## config.mk

```make
export PLATFORM = sky130hd
export DESIGN_NAME = dino_jump_ctrl
export DESIGN_NICKNAME = d
export VERILOG_FILES = /design/src/rtl/dino_jump_ctrl.sv
export SDC_FILE = /design/constraint.sdc
export NUM_CORES = 1
export LEC_CHECK = 0
export ABC_CLOCK_PERIOD_IN_PS = 2200
export BUFFER_PORTS_ARGS = -buffer_cell sky130_fd_sc_hd__buf_2
export CAP_MARGIN = 15
export CORE_MARGIN = 8
export CORE_UTILIZATION = 55
export DETAILED_ROUTE_END_ITERATION = 7
export PLACE_DENSITY_LB_ADDON = 0.08
export SYNTH_ARGS = -nofsm -noshare
export SYNTH_HDL_FRONTEND = slang
export SYNTH_SLANG_ARGS = --single-unit
export TNS_END_PERCENT = 1
```

## constraint.sdc

```tcl
create_clock -name clk -period 2.2 [get_ports clk]
set_input_delay 0.22 -clock clk [delete_from_list [all_inputs] [get_ports clk]]
set_output_delay 0.22 -clock clk [all_outputs]
set_load 0.05 [all_outputs]
```

## src/rtl/dino_jump_ctrl.sv

```systemverilog
// Dino jump sequencer: frame-tick prescaler for the debouncers, jump capture/arbitration and jump-arc FSM.
// Optional feature macro DINO_AUTO_JUMP_EN: a held jump_btn level launches (and re-launches) jumps.
module dino_jump_ctrl #(
    parameter int unsigned TICK_DIV    = 4,
    parameter int unsigned RISE_STEP   = 4,
    parameter int unsigned FALL_STEP   = 4,
    parameter int unsigned JUMP_MAX    = 32,
    parameter int unsigned HANG_FRAMES = 3
) (
    input  logic       clk,
    input  logic       rst_n,
    input  logic       frame_tick,
    input  logic       jump_btn,
    input  logic       duck_btn,
    input  logic       game_over,
    output logic       deb_tick,
    output logic [5:0] dino_y,
    output logic       ducking,
    output logic       airborne,
    output logic       jump_start,
    output logic [2:0] dbg_state
);

    typedef enum logic [2:0] {
        S_RUN  = 3'd0,
        S_DUCK = 3'd1,
        S_RISE = 3'd2,
        S_HANG = 3'd3,
        S_FALL = 3'd4
    } state_e;

    localparam logic [3:0] PRESC_LAST = 4'(TICK_DIV - 1);
    localparam logic [6:0] RISE7      = 7'(RISE_STEP);
    localparam logic [6:0] FALL7      = 7'(FALL_STEP);
    localparam logic [6:0] MAX7       = 7'(JUMP_MAX);
    localparam logic [3:0] HANG4      = 4'(HANG_FRAMES);

    state_e     state_q, state_d;
    logic [3:0] presc_q, presc_d;
    logic       pend_q, pend_d;
    logic [3:0] hang_q, hang_d;
    logic [5:0] y_q, y_d;
    logic       jump_prev_q, jump_prev_d;

    logic       grounded;
    logic       jump_edge;
    logic       jump_req;
    logic [6:0] rise_sum;
    logic [6:0] rise_clip;
    logic [6:0] fall_clip;

    always_ff @(posedge clk) begin
        if (!rst_n) begin
            state_q     <= S_RUN;
            presc_q     <= '0;
            pend_q      <= 1'b0;
            hang_q      <= '0;
            y_q         <= '0;
            jump_prev_q <= 1'b0;
        end else begin
            state_q     <= state_d;
            presc_q     <= presc_d;
            pend_q      <= pend_d;
            hang_q      <= hang_d;
            y_q         <= y_d;
            jump_prev_q <= jump_prev_d;
        end
    end

    always_comb begin
        state_d     = state_q;
        presc_d     = presc_q;
        pend_d      = pend_q;
        hang_d      = hang_q;
        y_d         = y_q;
        jump_prev_d = jump_btn;
        deb_tick    = 1'b0;
        jump_start  = 1'b0;

        grounded  = (state_q == S_RUN) || (state_q == S_DUCK);
        jump_edge = jump_btn & ~jump_prev_q;
`ifdef DINO_AUTO_JUMP_EN
        jump_req  = grounded & (pend_q | jump_edge | jump_btn);
`else
        jump_req  = grounded & (pend_q | jump_edge);
`endif

        // 7-bit intermediates so the step cannot wrap before saturation.
        rise_sum  = {1'b0, y_q} + RISE7;
        rise_clip = (rise_sum >= MAX7) ? MAX7 : rise_sum;
        fall_clip = ({1'b0, y_q} > FALL7) ? ({1'b0, y_q} - FALL7) : 7'd0;

        if (frame_tick) begin
            if (presc_q == PRESC_LAST) begin
                deb_tick = 1'b1;
                presc_d  = '0;
            end else begin
                presc_d = presc_q + 4'd1;
            end
        end

        // Edges seen while airborne are dropped; a pending jump lives until the next tick.
        if (game_over || frame_tick) begin
            pend_d = 1'b0;
        end else if (grounded && jump_edge) begin
            pend_d = 1'b1;
        end

        if (frame_tick && !game_over) begin
            case (state_q)
                S_RUN, S_DUCK: begin
                    if (jump_req) begin
                        state_d    = S_RISE;
                        jump_start = 1'b1;
                    end else if (duck_btn) begin
                        state_d = S_DUCK;
                    end else begin
                        state_d = S_RUN;
                    end
                end
                S_RISE: begin
                    if (duck_btn) begin
                        state_d = S_FALL;
                    end else begin
                        y_d = rise_clip[5:0];
                        if (rise_clip == MAX7) begin
                            state_d = S_HANG;
                            hang_d  = HANG4;
                        end
                    end
                end
                S_HANG: begin
                    if (duck_btn || hang_q == 4'd1) begin
                        state_d = S_FALL;
                    end else begin
                        hang_d = hang_q - 4'd1;
                    end
                end
                S_FALL: begin
                    y_d = fall_clip[5:0];
                    if (fall_clip == 7'd0) begin
                        state_d = duck_btn ? S_DUCK : S_RUN;
                    end
                end
                default: state_d = S_RUN;
            endcase
        end
    end

    assign dino_y    = y_q;
    assign ducking   = (state_q == S_DUCK);
    assign airborne  = (state_q == S_RISE) || (state_q == S_HANG) || (state_q == S_FALL);
    assign dbg_state = state_q;

endmodule

```

==> impl_metrics.tcl <==
set metrics [dict create \
    crit_fanout 13 \
    rsz0062_at_grt "false" \
    clockRootBuffer "clkbuf_4" \
    period_minus_slack_ns 2.01 \
    whs_ns 0.103 \
    start_util_pct 57.4 \
    synth_seq_cells 19 \
    p_seq_share_pct 54.4 \
    coreArea_mm2 0.00217 \
    ys_seq_area_share_pct 30.5 \
    p_int_mw 0.467 \
    drt_wl_total_um 3000 \
    cts_buffers 3 \
    cts_max_path_buffers 2 \
    hp-class "primary input to flop" \
    drive_gt1_share_pct 20.6 \
    worst_slew_pin_slew_ns 0.585 \
    r2r_setup_slack_ns 0.20 \
    slew_viol_final 0 \
    relSlewSlack_pct 60.5 \
    gr-usage-all-layers_pct 15.6 \
    clkSlewWorstSetupHoldPaths_ns 0.11 \
    combinationalPowerShare_pct 19.0 \
    area_delta_synth_final_pct 8.63 \
    cts_resized 0 \
    synth_edf_count 0 \
    overflow 0 \
    drtAntennaViolNets 0 \
    vias 1153 \
    pin_count 19 \
    p_leak_nw 0.513 \
    die_h_um 63.6 \
    final_hold_viol_count 0 \
    wire_per_inst_um 16.0 \
    antenna_found_initial 0 \
    swShare_pct 31.9 \
    viasPerCell 6.13 \
    synth_warnings 0 \
    gp_congestion 0.949 \
    end_kind "primary output" \
    clock-sinks 19 \
    design.die.area_mm2 0.00404 \
    ctsHtreeMaxLevel 1 \
    antenna_cells 0 \
    synth_cells 147 \
    dp_hpwl_um 2200 \
    insertion_delay_ns 0.30 \
    port_buffers 18 \
    cts_tree "done" \
    ir_drop_mv 0.380 \
    syn_area_mm2 0.00125 \
    synthArstFlopShare_pct 0 \
    grt_pass1_vias 1105 \
    clock-skew-final_ns 0.00490 \
    status "finished, final reports clean" \
    switchingPower_mw 0.219 \
    start_kind "flop" \
    maxCapViolCount 0 \
    synth_top_flop_cell "dfxtp_1" \
    criticalPathCategory "flop to primary output" \
    postLayoutCellArea_mm2 0.00135 \
    drc_errors 0 \
    setup-violations-final 0 \
    syn-mean-instance-area_um2 8.48 \
    max_freq_mhz 497 \
    holdBufCountCts 0 \
    power_density_mw_per_mm2 507 \
    synth_fp_nets 159 \
    crit_arrival_ns 1.79 \
    crit_required_ns 1.98 \
    num_rows 17 \
    grt_max_degree 15 \
    firstDrtPassIters 4 \
    cts_setup_buffers 0 \
    fin_nets 173 \
    p_clk_share_pct 26.6 \
    place_area_mm2 0.00133 \
    drt_iter0_markers 55 \
    die_w_um 63.6 \
    fin_crit_sh_pct 91.4 \
    grt_pass1_wl_um 5290 \
    synth.distinct_cells 44 \
    power_mw 0.686 \
]
[flip-flops by register name, indices dropped and copies added (netlist names)]
signal       count
dbg_state        3
pend_q           1
presc_q          4
dino_y           6
jump_prev_q      1
hang_q           4
[per-stage QoR]
stage	TNS (ns)	worst slack, ns	utilization, %	instances
CTS	0	0.123	62.3	188
finish	0	0.190	62.4	188
floorplan	-0.0583	-0.0298	-	147
global route	0	0.0907	62.4	188
detailed placement	0	0.159	61.1	184
global placement	0	0.262	61.1	184
[routing by layer]
| layer | part of all wire (%) | vias to the layer above | track usage [%] |
|---|---|---|---|
| met5 | 0 | - | 0 |
| met4 | 1.3 | 0 | 5.29 |
| li1 | - | 564 | - |
| met2 | 47 | 37 | 25.6 |
| met3 | 6.7 | 5 | 4.95 |
| met1 | 45 | 547 | 18.7 |
[path summary, 6_finish.rpt]
path / cells after the start / to / from
max: 3 / airborne / dbg_state[2]
min: 2 / pend_q / game_over
max reg2reg: 6 / dbg_state[0] / dino_y[2]
min reg2reg: 2 / dino_y[0] / dino_y[0]
[synthesized netlist by cell type (3+ instances only)]
cell type / n / share of area, %
a211oi_2: 4 / 4.0
clkbuf_1: 3 / 0.90
nor3b_1: 4 / 2.4
dfxtp_1: 19 / 31
a21o_1: 3 / 1.8
buf_2: 5 / 2.0
nand2_1: 11 / 3.3
o211ai_1: 3 / 1.8
o21ai_0: 5 / 2.0
nand2b_1: 4 / 2.0
nor3_1: 7 / 2.8
inv_1: 9 / 2.7
nor2_1: 12 / 3.6
mux2i_1: 5 / 4.0
ha_1: 6 / 6.0
nand4b_1: 3 / 2.1
a21oi_1: 5 / 2.0
a31oi_1: 3 / 1.5
[critical path: stages, from the launching register on]
cell and delay, ns:
dfxtp_1 0.56, or3b_2 0.56, nand2_1 0.10, buf_2 0.27
[area by class of cell]
class                           instances  area, um2
Timing Repair Buffer                   19       97.6
Fill cell                             202        816
Sequential cell                        19        383
Multi-Input combinational cell        109        778
Tap cell                               28       35.0
Inverter                                9       33.8
Clock buffer                            4       26.3
[power groups by stage]
| stage | Clock (mW) | Combinational (mW) | Sequential, mW |
|---|---|---|---|
| final | 0.183 | 0.130 | 0.373 |
| after global routing | 0.197 | 0.144 | 0.375 |
| after CTS | 0.183 | 0.130 | 0.373 |
| after detailed placement | 0 | 0.129 | 0.380 |
| after global placement | 0 | 0.127 | 0.379 |
| after floorplan | 0 | 0.0946 | 0.390 |
[layout by cell type (no fill, tap or decap), drive strengths merged, types with 4 or more instances in the layout]
cell type,n
nand2,11
nand2b,4
buf,19
dfxtp,19
nor3,7
clkbuf,4
nor2,12
nor3b,4
o21ai,5
ha,6
a211oi,6
mux2i,5
a21oi,5
inv,9
[cells by family after synthesis]
family / Yosys count / synth area share (%)
AOI/OAI and AO/OA: 38 / 23.7
xor gates and xnor gates: 4 / 2.81
adders and majority gates: 6 / 6.02
buffers and inverters: 19 / 7.43
DFF: 19 / 30.5
muxes: 5 / 4.02
and+or+nand+nor: 56 / 25.5
(Power assumes the default switching activity.)
